## src/rtl/deglitch_event_unit.sv

```systemverilog
// Edge-event unit behind the deglitch filter: qualified edge pulses, saturating
// event counter, sticky irq/overflow flags and a hold-off window counted in en_i ticks.
module deglitch_event_unit #(
    parameter int unsigned CNT_WIDTH  = 16,
    parameter int unsigned HOLD_WIDTH = 8
) (
    input  logic                  clk_i,
    input  logic                  rst_ni,
    input  logic                  en_i,
    input  logic                  level_i,
    input  logic [1:0]            cfg_edge_i,
    input  logic [HOLD_WIDTH-1:0] cfg_holdoff_i,
    input  logic                  clr_i,
    input  logic                  ack_i,
    output logic                  level_o,
    output logic                  evt_o,
    output logic                  irq_o,
    output logic [CNT_WIDTH-1:0]  count_o,
    output logic                  ovf_o,
    output logic                  busy_o
);

    typedef enum logic [0:0] {
        ARMED   = 1'b0,
        HOLDOFF = 1'b1
    } state_e;

    localparam logic [CNT_WIDTH-1:0]  CNT_ZERO  = {CNT_WIDTH{1'b0}};
    localparam logic [CNT_WIDTH-1:0]  CNT_ONE   = {{(CNT_WIDTH-1){1'b0}}, 1'b1};
    localparam logic [HOLD_WIDTH-1:0] HOLD_ZERO = {HOLD_WIDTH{1'b0}};
    localparam logic [HOLD_WIDTH-1:0] HOLD_ONE  = {{(HOLD_WIDTH-1){1'b0}}, 1'b1};

    state_e                state_r;
    logic [HOLD_WIDTH-1:0] timer_r;
    logic                  level_r;
    logic                  evt_r;
    logic                  irq_r;
    logic                  ovf_r;
    logic                  busy_r;
    logic [CNT_WIDTH-1:0]  count_r;

    logic rise_s;
    logic fall_s;
    logic qual_s;
    logic accept_s;
    logic cnt_sat_s;

    // Edge qualification against the registered level; only an armed unit accepts.
    always_comb begin
        rise_s    = level_i & ~level_r;
        fall_s    = ~level_i & level_r;
        qual_s    = (rise_s & cfg_edge_i[0]) | (fall_s & cfg_edge_i[1]);
        accept_s  = (state_r == ARMED) ? qual_s : 1'b0;
        cnt_sat_s = &count_r;
    end

    // Level tracking, event/counter/flag bookkeeping and the hold-off FSM.
    always_ff @(posedge clk_i or negedge rst_ni) begin
        if (!rst_ni) begin
            state_r <= ARMED;
            timer_r <= HOLD_ZERO;
            level_r <= 1'b0;
            evt_r   <= 1'b0;
            irq_r   <= 1'b0;
            ovf_r   <= 1'b0;
            busy_r  <= 1'b0;
            count_r <= CNT_ZERO;
        end else begin
            level_r <= level_i;
            evt_r   <= accept_s;

            // An accepted event outranks clear and acknowledge on the same cycle.
            if (accept_s) begin
                irq_r <= 1'b1;
                if (clr_i) begin
                    count_r <= CNT_ONE;
                    ovf_r   <= 1'b0;
                end else if (cnt_sat_s) begin
                    ovf_r   <= 1'b1;
                end else begin
                    count_r <= count_r + CNT_ONE;
                end
            end else if (clr_i) begin
                count_r <= CNT_ZERO;
                ovf_r   <= 1'b0;
                irq_r   <= 1'b0;
            end else if (ack_i) begin
                irq_r   <= 1'b0;
            end else begin
                irq_r   <= irq_r;
            end

            case (state_r)
                ARMED: begin
                    if (accept_s && (cfg_holdoff_i != HOLD_ZERO)) begin
                        timer_r <= cfg_holdoff_i;
                        state_r <= HOLDOFF;
                        busy_r  <= 1'b1;
                    end else begin
                        busy_r  <= 1'b0;
                    end
                end
                HOLDOFF: begin
                    // Leaving on the tick that brings the timer to zero; a stray zero also exits.
                    if (en_i) begin
                        if (timer_r <= HOLD_ONE) begin
                            timer_r <= HOLD_ZERO;
                            state_r <= ARMED;
                            busy_r  <= 1'b0;
                        end else begin
                            timer_r <= timer_r - HOLD_ONE;
                        end
                    end else begin
                        busy_r <= 1'b1;
                    end
                end
                default: begin
                    state_r <= ARMED;
                    timer_r <= HOLD_ZERO;
                    busy_r  <= 1'b0;
                end
            endcase
        end
    end

    assign level_o = level_r;
    assign evt_o   = evt_r;
    assign irq_o   = irq_r;
    assign count_o = count_r;
    assign ovf_o   = ovf_r;
    assign busy_o  = busy_r;

endmodule

```

## config.mk

```make
export PLATFORM = sky130hd
export DESIGN_NAME = deglitch_event_unit
export DESIGN_NICKNAME = d
export VERILOG_FILES = /design/src/rtl/deglitch_event_unit.sv
export SDC_FILE = /design/constraint.sdc
export NUM_CORES = 1
export LEC_CHECK = 0
export ABC_AREA = 1
export BUFFER_PORTS_ARGS = -buffer_cell sky130_fd_sc_hd__buf_2
export CAP_MARGIN = 20
export CORE_MARGIN = 4
export CORE_UTILIZATION = 55
export DETAILED_ROUTE_END_ITERATION = 8
export PLACE_DENSITY = 0.79
export SLEW_MARGIN = 20
export SYNTH_ARGS = -nofsm -noshare
export SYNTH_HDL_FRONTEND = slang
export SYNTH_SLANG_ARGS = --single-unit
```

## constraint.sdc

```tcl
create_clock -name clk_i -period 1.9 [get_ports clk_i]
set_input_delay 0.285 -clock clk_i [delete_from_list [all_inputs] [get_ports clk_i]]
set_output_delay 0.285 -clock clk_i [all_outputs]
set_load 0.02 [all_outputs]
```

==> results of run 1 <==
[final cells by class]
class	count	area share, %
Clock buffer	7	2.42
Clock inverter	1	0.220
Inverter	31	5.34
Multi-Input combinational cell	202	47.7
Sequential cell	30	33.0
Tap cell	46	2.53
Timing Repair Buffer	38	8.70
[cell usage after synthesis, types with 2 or more instances]
| library cell | n |
|---|---|
| nand2_1 | 72 |
| dfrtp_1 | 30 |
| nor2_1 | 30 |
| inv_1 | 24 |
| nand3_1 | 23 |
| nand4_1 | 13 |
| o21ai_0 | 10 |
| nand2_2 | 9 |
| o21ai_2 | 8 |
| inv_2 | 6 |
| xor2_1 | 6 |
| a21oi_1 | 3 |
| ha_1 | 3 |
| nand3b_1 | 3 |
| nor3_1 | 3 |
| buf_2 | 2 |
| nand3_2 | 2 |
| nand3_4 | 2 |
| nor2_4 | 2 |
| nor4_1 | 2 |
| or2_2 | 2 |
| xnor2_1 | 2 |
[power groups by stage]
stage | registers [mW] | logic [mW] | clock network, mW
global placement | 0.870 | 0.775 | 0
global route | 0.884 | 0.922 | 0.440
detailed placement | 0.869 | 0.792 | 0
floorplan | 0.872 | 0.598 | 0
finish | 0.864 | 0.791 | 0.403
CTS | 0.862 | 0.794 | 0.420
[worst max-delay path: cells and delay by family, from the launching register on]
family / cells / cell delay, ps
AND/OR/NAND/NOR: 7 / 770
buffers and inverters: 2 / 230
flip-flops: 1 / 400
adder cells (fa/ha/maj): 1 / 250
[cell families (layout without fill, tap and decap cells)]
| group | count (synthesis) | after routing | synth area share [%] |
|---|---|---|---|
| flops | 30 | 30 | 37.6 |
| xor+xnor | 8 | 8 | 3.51 |
| compound gates | 24 | 24 | 7.91 |
| buf+inv | 35 | 77 | 7.97 |
| simple gates | 167 | 167 | 41.1 |
| fa+ha+maj | 3 | 3 | 1.88 |
[worst min-delay path by stage]
stage / from / depth (start not counted) / slack [ps] / to
finish: level_i / 1 / 70 / level_o$_DFF_PN0_
global route: level_i / 1 / 50 / level_o$_DFF_PN0_
CTS: level_i / 1 / 60 / level_o$_DFF_PN0_
detailed placement: rst_ni / 1 / 350 / evt_o$_DFF_PN0_
global placement: rst_ni / 1 / 350 / evt_o$_DFF_PN0_
floorplan: rst_ni / 0 / -10 / busy_o$_DFFE_PN0P_
[per-layer routing]
layer / up-vias / GRT usage [%] / routed length (um)
met5: - / 0 / 0
met4: 0 / 9.18 / 65
met3: 8 / 5.75 / 290
met2: 47 / 34.7 / 2010
met1: 840 / 32.7 / 2220
li1: 960 / - / -
[through the flow]
step	power, mW	setup slack, ps	cells	area (um2)
2_1_floorplan	1.47	253	267	1990
3_3_place_gp	1.65	231	346	2200
3_5_place_dp	1.66	225	346	2200
4_1_cts	2.08	195	355	2270
5_1_grt	2.25	53.3	355	2270
6_report	2.06	186	355	2270
[sequential cells by signal (all words and copies together) (netlist names)]
name,cells
ovf_o,1
busy_o,1
irq_o,1
evt_o,1
state_r,1
level_o,1
count_o,16
timer_r,8
[repair_timing]
action                                  in CTS  in global routing
endpoints found under the setup margin       0                  0
endpoints found under the hold margin       30                  0
hold buffers                                 1                  0
==> results.ini, run 1 <==
[worst_setup_path]
timing.rr.end = timer_r[6]$_DFFE_PN0P_
crit_required_ps = 2180
critical-path-max-stage-delay_ps = 400
crit_chain = inv_1 -> ha_1 -> or2_2 -> nand4_1 -> nand2_1 -> inv_1 -> nand2_1 -> nand2_1 -> nand2_1 -> nand2_1
crit_path_end = timer_r[6]$_DFFE_PN0P_
crit_fanout = 9
r2r-start = timer_r[0]$_DFFE_PN0P_
critPathLaunchType = flop
endpoint_kind = flop
worstSetupStartpoint = timer_r[0]$_DFFE_PN0P_
rrSetupSlack_ps = 190
worstPathArrival_ps = 1990
rr_worst_depth = 10
crit_type = flop to flop
worst_path_max_delay_cell = dfrtp_1
crit_top_cell = nand2_1

[clocking]
htree_levels = 2
postCtsSetupBuffers = 0
cts.path.max_buffers = 2
clock_latency_ps = 350
cts_repair_resize_count = 0
cts_num_sinks = 30
cts.clk_slew.worst_paths_ps = 90
cts_root_buf = clkbuf_4
cts_buffers = 5
cts_tree = done

[timing]
tns_ps = 0
finalClockSkew_ps = 16.7
tightest_slew_ps = 641
fin_crit_sh_pct = 90.2
slew_headroom_pct = 57.3
clock.fmax_mhz = 583
setup_viol = 0
rsz0062_at_grt = no
drv_slew = 0
finalHoldViolations = 0
timing.final.crit_period_ps = 1710
whs_ps = 71.1

[drt]
first_pass_iters = 4
drc = 0
via_per_inst = 5.23
dr_total_vias = 1855
avgRoutedWirePerCell_um = 12.9
totalWireLength_um = 4590
drt_iter0_drc = 117
postRouteAntennaNets = 0

[power_and_ir_drop]
clkPwrFrac_pct = 19.6
p_int_mw = 1.23
power_density_nw_per_um2 = 906
vdd_drop_max_v = 0.000763
seq_power_share_pct = 42.0
swShare_pct = 40.5
leakagePower_nw = 1.14
power_switching_uw = 834
comb_power_share_pct = 38.4

[yosys]
ys_warn_count = 0
ys_async_sr_fraction_pct = 100
netlist_area_um2 = 1990
ys_seq_elements = 30
avgSynthCellArea_um2 = 7.47
synth.area.top_cells = dfrtp_1 38%, nand2_1 14%, nand3_1 5.8%, nor2_1 5.6%, inv_1 4.5%
ys_seq_area_share_pct = 37.6
syn_inst = 267
synth_cell_type_count = 32
synth.largest_area_cell = dfrtp_1
synth_top_flop_cell = dfrtp_1
synth_edf_count = 0
synth_nets = 286
netlist.area_leader.share_pct = 37.6

[cells_and_area]
multi_input_area_um2 = 1080
n_fill_cell = 316
drive_above_1_share_pct = 25.6
final_core_util_pct = 66.5
area_growth_syn_to_layout_pct = 13.9
final_cell_mix = 72 x nand2_1, 36 x buf_2, 30 x nor2_1, 30 x dfrtp_1, 24 x inv_1
n_antenna_cell = 0
register_area_um2 = 751
fin_nets = 327
layout_commonest_cell = nand2_1

[placement]
place_hpwl_um = 3470
gp_congestion = 0.911
port_buffers = 36

[floorplanning]
io_pins = 37
core_area_um2 = 3420
die-area_um2 = 4650
rows = 21
initial_utilization_pct = 58.4
die_x_um = 68.2
chipHeight_um = 68.2

[global_route]
grt_pass1_wl_um = 8150
antenna_found_initial = 0
grt_overflow_total = 0
track_usage_pct = 23.4
grt_max_degree = 31
grt_pass1_vias = 1778

[hold_path]
hold_class = input pin to flop

[job]
cap_violations = 0

[status]
status = complete, no violations

Power figures use the tool's default switching activity.
==> run 2, diff against run 1 <==
--- a/config.mk
+++ b/config.mk
@@ -8,8 +8,10 @@
 export ABC_AREA = 1
 export BUFFER_PORTS_ARGS = -buffer_cell sky130_fd_sc_hd__buf_2
 export CAP_MARGIN = 20
+export CELL_PAD_IN_SITES_DETAIL_PLACEMENT = 1
+export CELL_PAD_IN_SITES_GLOBAL_PLACEMENT = 1
 export CORE_MARGIN = 4
-export CORE_UTILIZATION = 55
+export CORE_UTILIZATION = 40
 export DETAILED_ROUTE_END_ITERATION = 8
 export PLACE_DENSITY = 0.79
 export SLEW_MARGIN = 20
==> run 2 against run 1 <==
  * Hold slack worse by 21 ps
  * Non-clock buffer count stayed put
  * Combinational power increased by 4.2%
  * Setup slack got worse by 2.7 ps
  * Global-route usage fell by 3.7 points
  * Critical path depth did not move
  * Sequential power about the same
  * Register-to-register slack about the same
  * Clock skew is 10 ps lower
  * Sequential cell count unchanged
  * First-iteration DRC count decreased by 52%
  * Cell count up 5.6%
==> results.ini, run 2 (same netlist as run 1, synthesis figures left out) <==
[drt]
drc = 0  ; unchanged
drt_iter0_drc = 56  ; -52%
totalWireLength_um = 5500  ; +20%
postRouteAntennaNets = 0  ; unchanged
first_pass_iters = 4  ; unchanged
avgRoutedWirePerCell_um = 14.7  ; +13%
dr_total_vias = 1895  ; +2.2%
via_per_inst = 5.05  ; -3.3%

[global_route]
grt_max_degree = 31  ; unchanged
antenna_found_initial = 0  ; unchanged
use_met2_pct = 33.6  ; -1.0 points
grt_pass1_wl_um = 9690  ; +19%
grt_pass1_vias = 2013  ; +13%
grt_overflow_total = 0  ; unchanged
busiest_layer = met2
grt.met3_usage_pct = 4.01  ; -1.7 points
grtUsageMet1_pct = 25.7  ; -7.0 points
track_usage_pct = 19.7  ; -3.7 points

[timing]
whs_ps = 50.1  ; -21.0 ps
finalHoldViolations = 0  ; unchanged
tns_ps = 0  ; unchanged
slew_headroom_pct = 52.4  ; -4.9 points
tightest_slew_ps = 714  ; +73.6 ps
setup_viol = 0  ; unchanged
timing.final.crit_period_ps = 1720  ; +2.65 ps
fin_crit_sh_pct = 90.4  ; +0.14 points
rsz0062_at_grt = no
clock.fmax_mhz = 583  ; -0.15%
finalClockSkew_ps = 6.19  ; -10.5 ps
timing.final.ws_setup_ps = 183  ; -2.65 ps
drv_slew = 0  ; unchanged

[worst_setup_path]
crit_buf_inv = 2  ; unchanged
crit_chain = inv_1 -> ha_1 -> or2_2 -> nand4_1 -> nand2_1 -> inv_1 -> nand2_1 -> nand2_1 -> nand2_1 -> nand2_1
crit_required_ps = 2120  ; -60 ps
crit_top_cell = nand2_1
critical-path-max-stage-delay_ps = 400  ; about the same
cp_top_family = simple AND/OR/NAND/NOR gates
worstPathArrival_ps = 1940  ; -50 ps
worst_path_max_delay_cell = dfrtp_1
endpoint_kind = flop
critPathLaunchType = flop
crit_fanout = 9  ; unchanged
crit_type = flop to flop

[clocking]
cts_tree = done
cts_repair_resize_count = 0  ; unchanged
htree_levels = 2  ; unchanged
cts_buffers = 5  ; unchanged
cts.clk_slew.worst_paths_ps = 70  ; -20 ps
clock_latency_ps = 280  ; -70 ps
ctsHoldBuffers = 0  ; -1
cts_root_buf = clkbuf_8
cts_num_sinks = 30  ; unchanged
postCtsSetupBuffers = 0  ; unchanged
cts.path.max_buffers = 2  ; unchanged

[status]
status = complete, no violations

[power_and_ir_drop]
p_total_mw = 2.18  ; +6.1%
power_switching_uw = 891  ; +6.9%
leakagePower_nw = 1.15  ; +0.85%
clkPwrFrac_pct = 22.7  ; +3.1 points
power_density_nw_per_um2 = 944  ; +4.1%
p_int_mw = 1.29  ; +5.5%
seq_power_share_pct = 39.5  ; -2.5 points
swShare_pct = 40.8  ; +0.31 points
vdd_drop_max_v = 0.000406  ; -47%
comb_power_share_pct = 37.7  ; -0.7 points

[placement]
place_hpwl_um = 4220  ; +21%
dp_slack_ps = 207  ; -18.2 ps
place_inst = 368  ; +6.4%
port_buffers = 36  ; unchanged
gp_congestion = 0.822  ; -9.8%

[cells_and_area]
n_fill_cell = 630  ; +99%
final_cell_mix = 72 x nand2_1, 36 x buf_2, 30 x nor2_1, 30 x dfrtp_1, 24 x inv_1
finalNonFillerCells = 375  ; +5.6%
n_antenna_cell = 0  ; unchanged
fin_nets = 327  ; unchanged
largest_register_ffs = 16  ; unchanged
drive_above_1_share_pct = 26.0  ; +0.41 points
layout_commonest_cell = nand2_1
area_growth_syn_to_layout_pct = 16.1

[floorplanning]
rows = 25  ; +19%
io_pins = 37  ; unchanged
initial_utilization_pct = 41.7  ; -17 points
chipHeight_um = 78.6  ; +15%
die-area_um2 = 6180  ; +33%
die_x_um = 78.6  ; +15%
core_area_um2 = 4790  ; +40%

[job]
cap_violations = 0  ; unchanged

[hold_path]
hold_class = input pin to async pin

run 2: power by group through the flow:
stage                     Clock, mW  Sequential, mW  Combinational [mW]
after floorplan                   0           0.872               0.598
after global placement            0           0.870               0.796
after detailed placement          0           0.875               0.831
after CTS                     0.510           0.863               0.836
after global routing          0.536           0.879               0.949
final                         0.497           0.863               0.824
run 2: worst paths after layout:
check                      cells past startpoint  slack (ps)                   start                endpoint
max reg2reg                                   10         180  timer_r[0]$_DFFE_PN0P_  timer_r[6]$_DFFE_PN0P_
max                                           10         180  timer_r[0]$_DFFE_PN0P_  timer_r[6]$_DFFE_PN0P_
min                                            1          50                  rst_ni         evt_o$_DFF_PN0_
max in group asynchronous                      1        1390                  rst_ni  count_o[8]$_DFFE_PN0P_
min reg2reg                                    2         490       irq_o$_DFFE_PN0P_       irq_o$_DFFE_PN0P_
min in group clk_i                             1         130                 level_i       level_o$_DFF_PN0_
run 2: layout make-up:
class | instances | area (um2) | share of cell area [%]
Timing Repair Buffer | 38 | 195 | 8.43
Inverter | 31 | 121 | 5.24
Clock buffer | 5 | 68.8 | 2.97
Tap cell | 67 | 83.8 | 3.62
Sequential cell | 30 | 751 | 32.4
Clock inverter | 2 | 10.0 | 0.432
Multi-Input combinational cell | 202 | 1080 | 46.9
run 2: layer usage:
metal | routed length [um] | vias up
met2 | 2690 | 20
met5 | 0 | -
met3 | 134 | 7
met1 | 2620 | 921
li1 | - | 947
met4 | 55 | 0
run 2: per-stage QoR:
step           util (%)  area (um2)
3_3_place_gp       46.7        2240
3_5_place_dp       46.7        2240
2_1_floorplan         -        1990
6_report           48.4        2310
5_1_grt            48.4        2310
4_1_cts            48.4        2310
